### src/rtl/wb_mem_arbiter_pkg.sv
// Shared widths, state/master encodings and tie-break helper for the Wishbone memory arbiter.
package wb_mem_arbiter_pkg;

    localparam int unsigned WB_ADR_W = 12;
    localparam int unsigned WB_DAT_W = 128;
    localparam int unsigned WB_SEL_W = 16;

    typedef enum logic [1:0] {
        ARB_IDLE = 2'd0,
        ARB_IMEM = 2'd1,
        ARB_DMEM = 2'd2
    } arb_state_t;

    typedef enum logic {
        IMEM = 1'b0,
        DMEM = 1'b1
    } arb_master_t;

    // Winner when both masters request in the same idle cycle.
    function automatic arb_master_t arb_tie_winner(input logic rr_en, input arb_master_t last);
        if (rr_en) begin
            return (last == IMEM) ? DMEM : IMEM;
        end
        return DMEM;
    endfunction

endpackage

### src/rtl/wb_arb_watchdog.sv
// Granted-cycle watchdog: counts enabled cycles and flags the TIMEOUT_CYCLES-th one.
module wb_arb_watchdog #(
    parameter int unsigned TIMEOUT_CYCLES = 255,
    parameter int unsigned CNT_W          = 8
) (
    input  logic clk_i,
    input  logic rst_ni,
    input  logic clr_i,
    input  logic en_i,
    output logic timeout_o
);

    localparam logic [CNT_W-1:0] LastCnt = CNT_W'(TIMEOUT_CYCLES - 1);

    logic [CNT_W-1:0] cnt_q, cnt_d;

    always_comb begin
        cnt_d = cnt_q;
        if (clr_i) begin
            cnt_d = '0;
        end else if (en_i) begin
            cnt_d = cnt_q + 1'b1;
        end
    end

    always_ff @(posedge clk_i) begin
        if (!rst_ni) begin
            cnt_q <= '0;
        end else begin
            cnt_q <= cnt_d;
        end
    end

    // The counter holds the number of granted cycles already elapsed, so the
    // current cycle is the TIMEOUT_CYCLES-th one when it equals TIMEOUT_CYCLES-1.
    assign timeout_o = (TIMEOUT_CYCLES != 0) && en_i && (cnt_q == LastCnt);

endmodule

### src/rtl/wb_mem_arbiter.sv
// Two-to-one Wishbone arbiter sharing one line-wide memory port between imem and dmem.
// Define WB_ARB_ROUND_ROBIN_EN for alternating tie-breaks; otherwise dmem wins ties.
module wb_mem_arbiter
    import wb_mem_arbiter_pkg::*;
#(
    parameter int unsigned TIMEOUT_CYCLES = 255,
    parameter int unsigned CNT_W          = 8
) (
    input  logic                clk,
    input  logic                rst_n,
    input  logic [WB_ADR_W-1:0] imem_adr,
    input  logic                imem_cyc,
    input  logic                imem_stb,
    output logic [WB_DAT_W-1:0] imem_dat_s,
    output logic                imem_ack,
    output logic                imem_rty,
    input  logic [WB_ADR_W-1:0] dmem_adr,
    input  logic [WB_DAT_W-1:0] dmem_dat_m,
    input  logic [WB_SEL_W-1:0] dmem_sel,
    input  logic                dmem_we,
    input  logic                dmem_cyc,
    input  logic                dmem_stb,
    output logic [WB_DAT_W-1:0] dmem_dat_s,
    output logic                dmem_ack,
    output logic                dmem_rty,
    output logic [WB_ADR_W-1:0] mem_adr,
    output logic [WB_DAT_W-1:0] mem_dat_m,
    output logic [WB_SEL_W-1:0] mem_sel,
    output logic                mem_we,
    output logic                mem_cyc,
    output logic                mem_stb,
    input  logic [WB_DAT_W-1:0] mem_dat_s,
    input  logic                mem_ack,
    input  logic                mem_rty
);

`ifdef WB_ARB_ROUND_ROBIN_EN
    localparam logic RrEn = 1'b1;
`else
    localparam logic RrEn = 1'b0;
`endif

    arb_state_t  state_q, state_d;
    arb_master_t last_grant_q, last_grant_d;

    logic imem_req, dmem_req;
    logic grant_imem, grant_dmem, granted;
    logic timeout, abort, done;
    logic resp_ack, resp_rty;

    assign imem_req = imem_cyc & imem_stb;
    assign dmem_req = dmem_cyc & dmem_stb;

    // Gating with rst_n drops an in-flight cycle and its response immediately.
    assign grant_imem = rst_n & (state_q == ARB_IMEM);
    assign grant_dmem = rst_n & (state_q == ARB_DMEM);
    assign granted    = grant_imem | grant_dmem;

    assign abort    = grant_imem ? ~imem_cyc : ~dmem_cyc;
    assign done     = granted & (mem_ack | mem_rty | timeout | abort);
    assign resp_ack = mem_ack & ~timeout;
    assign resp_rty = timeout | (mem_rty & ~mem_ack);

    wb_arb_watchdog #(
        .TIMEOUT_CYCLES(TIMEOUT_CYCLES),
        .CNT_W         (CNT_W)
    ) u_watchdog (
        .clk_i    (clk),
        .rst_ni   (rst_n),
        .clr_i    (done | ~granted),
        .en_i     (granted),
        .timeout_o(timeout)
    );

    always_comb begin
        state_d      = state_q;
        last_grant_d = last_grant_q;
        case (state_q)
            ARB_IDLE: begin
                if (imem_req && dmem_req) begin
                    state_d = (arb_tie_winner(RrEn, last_grant_q) == DMEM) ? ARB_DMEM : ARB_IMEM;
                end else if (imem_req) begin
                    state_d = ARB_IMEM;
                end else if (dmem_req) begin
                    state_d = ARB_DMEM;
                end
            end
            ARB_IMEM, ARB_DMEM: begin
                if (done) begin
                    state_d      = ARB_IDLE;
                    last_grant_d = (state_q == ARB_DMEM) ? DMEM : IMEM;
                end
            end
            default: state_d = ARB_IDLE;
        endcase
    end

    always_ff @(posedge clk) begin
        if (!rst_n) begin
            state_q      <= ARB_IDLE;
            last_grant_q <= IMEM;
        end else begin
            state_q      <= state_d;
            last_grant_q <= last_grant_d;
        end
    end

    always_comb begin
        mem_adr    = '0;
        mem_dat_m  = '0;
        mem_sel    = '0;
        mem_we     = 1'b0;
        mem_cyc    = 1'b0;
        mem_stb    = 1'b0;
        imem_dat_s = '0;
        imem_ack   = 1'b0;
        imem_rty   = 1'b0;
        dmem_dat_s = '0;
        dmem_ack   = 1'b0;
        dmem_rty   = 1'b0;
        if (grant_dmem) begin
            mem_adr    = dmem_adr;
            mem_dat_m  = dmem_dat_m;
            mem_sel    = dmem_sel;
            mem_we     = dmem_we;
            mem_cyc    = dmem_cyc & ~timeout;
            mem_stb    = dmem_stb & ~timeout;
            dmem_dat_s = mem_dat_s;
            dmem_ack   = resp_ack;
            dmem_rty   = resp_rty;
        end else if (grant_imem) begin
            mem_adr    = imem_adr;
            mem_cyc    = imem_cyc & ~timeout;
            mem_stb    = imem_stb & ~timeout;
            imem_dat_s = mem_dat_s;
            imem_ack   = resp_ack;
            imem_rty   = resp_rty;
        end
    end

endmodule

### config.mk
export PLATFORM = sky130hd
export DESIGN_NAME = wb_mem_arbiter
export DESIGN_NICKNAME = d
export VERILOG_FILES = /design/src/rtl/wb_mem_arbiter_pkg.sv /design/src/rtl/wb_arb_watchdog.sv /design/src/rtl/wb_mem_arbiter.sv
export SDC_FILE = /design/constraint.sdc
export NUM_CORES = 1
export LEC_CHECK = 0
export ABC_AREA = 1
export CAP_MARGIN = 20
export CORE_AREA = 2 2 278 280
export CTS_BUF_LIST = sky130_fd_sc_hd__clkbuf_16
export CTS_CLUSTER_SIZE = 28
export DETAILED_ROUTE_END_ITERATION = 8
export DIE_AREA = 0 0 280 282
export PLACE_DENSITY = 0.37
export SYNTH_ARGS = -nofsm -noshare
export SYNTH_HDL_FRONTEND = slang
export SYNTH_HIERARCHICAL = 1
export SYNTH_SLANG_ARGS = --single-unit
export TNS_END_PERCENT = 1
### constraint.sdc
create_clock -name clk -period 2.5 [get_ports clk]
set_input_delay 0.625 -clock clk [delete_from_list [all_inputs] [get_ports clk]]
set_output_delay 0.625 -clock clk [all_outputs]
set_load 0.02 [all_outputs]
* Word level (Yosys, flattened, before mapping)
Cells that the tools add are included.
Operators by class: add/sub/neg operators 1, equality and inequality tests 5, mux-type cells 24, bitwise logic cells 23, reduce and logical (&&, ||, !) cells 6
Operators by type and width (number):
- two-way mux 128 bit | 4
- two-way mux 12 bit | 2
- two-way mux 16 bit | 1
- two-way mux 1 bit | 12
- bitwise AND 1 bit | 11
- adder 8 x 1 -> 8 bit, second input constant | 1
- == test 8 bit, second input constant | 1
- two-way mux 2 bit | 4
- NOT 1 bit | 6
- bitwise OR 1 bit | 6
- inequality test 4 bit, second input constant | 1
- case mux 2 bit (2 select lines) | 1
- OR reduction 2 bit | 2
- == test 2 x 1 -> 1 bit, second input constant | 1
- == test 2 bit, second input constant | 1
- logical AND 1 bit | 2
- logical NOT 2 bit | 1
- inequality test 2 bit, second input constant | 1
- AND reduction 2 bit | 1
Storage, ports and cells: register bits after elaboration 10, bits of input ports 305, output and inout port bits 419, logic and storage cells 61

* Longest topological paths before layout
word-level depth 9, depth in mapped cells 15, gate-level depth less buffers 15

* By module
Netlist, hierarchy kept.
Modules (own cells, without submodules):
- wb_mem_arbiter | instances 1, cells an instance 809, area an instance 4080.2 um^2
- wb_arb_watchdog | instances 1, cells an instance 53, area an instance 379.1 um^2

* Worst setup path after synthesis
OpenSTA, ideal clock, no wires.
path type input port to output port, start in rst_n, end out mem_cyc, arrival time 1.668 ns, required time 1.875 ns, slack 0.207 ns, stages on the path 5, buffers on the path 2, cell sequence nand2_1 -> buf_2 -> buf_2 -> nor2_1 -> a211oi_1
Between the ends: word-level cells in the longest chain between the ends 7, elaborated cells between the ends (all ways) 9, classes of those cells 2 x mux; 6 x bitwise; 1 x reduce/logical
RTL lines:
- from (decl) | RTL line wb_mem_arbiter.sv:10 | input logic rst_n,
- bitwise AND 1 bit (on tied branches) | RTL line wb_mem_arbiter.sv:55, wb_mem_arbiter.sv:56
- bitwise OR 1 bit | RTL line wb_mem_arbiter.sv:57 | assign granted = grant_imem | grant_dmem;
- logical AND 1 bit | RTL line wb_arb_watchdog.sv:36 | assign timeout_o = (TIMEOUT_CYCLES != 0) && en_i && (cnt_q == LastCnt);
- NOT 1 bit | RTL line wb_mem_arbiter.sv:126, wb_mem_arbiter.sv:133
- bitwise AND 1 bit | RTL line wb_mem_arbiter.sv:133 | mem_cyc = imem_cyc & ~timeout;
- two-way mux 1 bit | RTL line wb_mem_arbiter.sv:131 | end else if (grant_imem) begin
- two-way mux 1 bit (*) | RTL line wb_mem_arbiter.sv:121 | if (grant_dmem) begin
- to (decl) | RTL line wb_mem_arbiter.sv:30 | output logic mem_cyc,
Every way passes the cells marked *; elsewhere a longest branch is shown, timed or not.

* Worst setup path after layout
start reg state_q[1], end out imem_dat_s[127]
Between the ends: word-level cells in the longest chain between the ends 4, elaborated cells between the ends (all ways) 6, classes of those cells 2 x eq/ne; 2 x mux; 2 x bitwise
RTL lines:
- from (decl) | RTL line wb_mem_arbiter.sv:43 | arb_state_t state_q, state_d;
- from (signal assigned) | RTL line wb_mem_arbiter.sv:103 | state_q <= state_d;
- == test 2 x 1 -> 1 bit
- bitwise AND 1 bit | RTL line wb_mem_arbiter.sv:55 | assign grant_imem = rst_n & (state_q == ARB_IMEM);
- two-way mux 128 bit | RTL line wb_mem_arbiter.sv:131
- two-way mux 128 bit (*) | RTL line wb_mem_arbiter.sv:121
- to (decl) | RTL line wb_mem_arbiter.sv:14 | output logic [WB_DAT_W-1:0] imem_dat_s,
Marks and branches as above.

==> key figures <==
Outcome
  • Status: finished with violations
  • Failing checks: negative setup slack

Critical path
  • Delay-heaviest family, CP: buffers and inverters
  • Worst stage delay on the critical path: ~0.36 ns
  • Slowest CP cell: or2_4
  • WP data arrival: roughly 2.0 ns
  • Crit Reg-Reg Startpoint: state_q[1]
  • Worst path bufs/invs: 5
  • Reg2reg end: u_watchdog/cnt_q[1]
  • Critical Path RT: between 1.5 and 2 ns
  • Startpoint Class: register
  • Reg2Reg Depth: 14
  • Crit-path cells: inv_2 -> ha_4 -> nand2_8 -> or2_4 -> buf_16 -> buf_12 -> nor2_4 -> buf_6 -> buf_4
  • CP max FO: 8
  • CP endpoint kind: output pin
  • Crit Path Class: reg2out
  • R2r setup slk: ~0.42 ns

Power
  • Worst VDD drop: ~170 uV
  • Pleak: ~0.0088 uW
  • Power density cells: about 160 nW/um^2
  • Overall Power: 2199 uW

STA
  • Period utilisation layout: 104.9%
  • Final Hold Viols: 0
  • Least-Margin Pin Slew: 0.3719 ns
  • Setup Viol. Count Final: 31
  • Unrepaired setup endpoints after global routing: true
  • Max-slew violations: 0
  • Layout Skew: 0.0003545 ns
  • Fmax: about 380 MHz
  • Worst setup margin: -0.1226 ns
  • Fin Hold WS: about 0.5 ns
  • Final worst path period need: roughly 2.6 ns
  • Rel. slew slack: 75.18%

Synth
  • Simple-Gate Fraction of Synth Area: about three fifths
  • Syn Inst Count: approximately 860
  • Post-synthesis sequential area ratio: about 4.5%
  • Area of the mapped netlist: between 4000 and 5000 sq um
  • Syn avg cell area: roughly 5.2 sq um
  • Mux cell area share after synthesis: 0%
  • Syn_nets: roughly 1200
  • Adder-Cell Fraction of Synth Area: ~1.4%
  • XOR/XNOR share of the synthesized area: 0%
  • Largest family of logic cells by synthesized area: simple AND/OR/NAND/NOR gates
  • Syn. warnings: 6
  • Synthesized flop and latch total: 10
  • Count of cell types in the netlist: 21
  • Post-synthesis compound-gate area fraction: 1.768%

Finish
  • Most frequent cells in the layout: nor2_1, clkdlybuf4s50_1, inv_1
  • Final Cell Area: approximately 13000 sq um
  • Synth-to-layout area growth: 199.6%
  • Leading cell type in the layout, fill and taps excluded: nor2_1
  • Fin nets: a little under 2000
  • Fin util: between 15 and 20%
  • Fraction of layout cells with a size suffix above 1: 30.76%

Worst hold path
  • Cell depth of the worst hold path: 2
  • Hold Crit Class: reg2reg
  • Hold_sp: state_q[1]
  • Hold Path End: state_q[1]

Clock network
  • CTS Buffer Depth: 2
  • CTS Hold Buffers Added: 0
  • H-tree levels: 1
  • TritonCTS buffer count: 3
  • Clk Latency, worst-skew pair: 0.23 ns
  • TritonCTS clock tree: built
  • Clock root cell: clkbuf_16
  • Clk sink count: 10
  • Clock transition at path regs: approximately 0.04 ns

Floorplanning
  • Number of core rows: a little over 100
  • Core Area: about 76000 sq um
  • Total I/O pin count: 724
  • Full die area: about 79000 sq um
  • Die Y: roughly 280 microns
  • Starting density of the core: between 5 and 6%
  • Die X: 280 microns

Detailed routing
  • Vias per cell: roughly 2.9
  • Final antenna-violating net count: 0
  • Routed WL: around 38000 microns
  • Remaining DRCs: 0
  • Initial DRC count: approximately 190
  • Wirelength per Cell: roughly 15 microns
  • Vias: around 7600
  • Initial DRT Pass Iterations: 4

Global route
  • Busiest grt layer: met2
  • Vias in the first global route: between 7000 and 8000
  • Met1 Usage GRT: 10.19%
  • Met3 GRT Util: under 10%
  • Global Route Usage Sum: just under 9%
  • First-pass GRT wire length: 51380 microns
  • Grt ovf: 0
  • Met2 GRT Util: around 17%
  • Largest net degree at the start of global routing: 28
  • Initial antenna violation count: 7

Run
  • Max Cap Violations: 0

Placed design
  • Placed wire-length estimate: between 30000 and 40000 microns
  • Placed Area: ~13000 sq um
  • Port Buffers: 723
  • GP Congestion: ~0.84
worst register-to-register path, cell delays in order, from the launching register on:
cell and delay [ns]:
dfxtp_2 0.37, inv_2 0.07, ha_4 0.18, nand2_8 0.10, nand2_1 0.08, nand4_1 0.09, nor3_2 0.06, buf_4 0.14
inv_2 0.07, nand2_1 0.05, nor2_1 0.13, nand3_1 0.11, nor2_2 0.30, o21ai_0 0.16, a21oi_1 0.13
state kept, by name (all words and copies together) (netlist names):
name / flops
u_watchdog/cnt_q: 8
state_q: 2
layout make-up:
class	instances	area, sq um
Inverter	287	1077
Tap cell	978	1224
Clock inverter	1	3.754
Timing Repair Buffer	814	7874
Sequential cell	10	202.7
Antenna cell	2	5.005
Fill cell	8729	62330
Clock buffer	3	75.07
Multi-Input combinational cell	517	2900
stage by stage:
step | TNS [ns] | cells | worst slack (ns)
2_1_floorplan | 0 | 862 | 0.2069
3_3_place_gp | -296.19 | 2602 | -0.8595
3_5_place_dp | -300.02 | 2602 | -0.8482
4_1_cts | -40.41 | 2609 | -0.4365
5_1_grt | -10.65 | 2612 | -0.2201
6_report | -1.538 | 2612 | -0.1226
repair_timing:
action                      CTS  global route
gates resized for setup    1039           234
cloned                        2             0
buffers inserted              1             1
pin swaps                     2             2
setup endpoints to repair   421           331
Yosys cell counts (all sizes together):
| cell | instances | area (sq um) |
|---|---|---|
| buf | 23 | 284.0 |
| dfxtp | 10 | 200.2 |
| a31oi | 1 | 6.260 |
| a21oi | 9 | 45.04 |
| o21ai | 4 | 20.02 |
| nor2 | 420 | 2337 |
| nor3 | 1 | 5.000 |
| a211oi | 1 | 7.510 |
| inv | 287 | 1077 |
| nand4 | 1 | 6.260 |
| nand3 | 20 | 100.1 |
| ha | 5 | 62.56 |
| nand2 | 53 | 203.9 |
| clkbuf | 26 | 97.59 |
| or2 | 1 | 6.260 |
metal layers:
layer,part of all wire [%],up-vias
li1,-,3846
met1,39,3346
met2,53,393
met3,7.1,18
met4,1.0,2
met5,0.034,-
worst max path at each step:
stage                           from               to  cells after the start
after global placement         rst_n   dmem_dat_s[37]                      8
after CTS                 state_q[1]   imem_dat_s[83]                      7
after global routing      state_q[1]   imem_dat_s[54]                      8
after detailed placement       rst_n   imem_dat_s[88]                      7
after floorplan                rst_n          mem_cyc                      5
final                     state_q[1]  imem_dat_s[127]                      9
power breakdown:
| part | internal, uW | leakage, uW | switching, uW | total [uW] |
|---|---|---|---|---|
| combinational | 873 | 0.00863 | 876 | 1750 |
| clock | 209 | 0.0000385 | 72.5 | 282 |
| sequential | 164 | 0.0000816 | 4.49 | 168 |
| total | 1250 | 0.00875 | 953 | 2200 |
cell families (layout without fill, tap and decap cells):
group / after synthesis / in the layout
flip-flops: 10 / 10
buffers and inverters: 336 / 1105
adder cells (fa/ha/maj): 5 / 5
AND/OR/NAND/NOR: 496 / 497
other: 0 / 2
AO/OA/AOI/OAI: 15 / 15
Power figures use the tool's default switching activity.
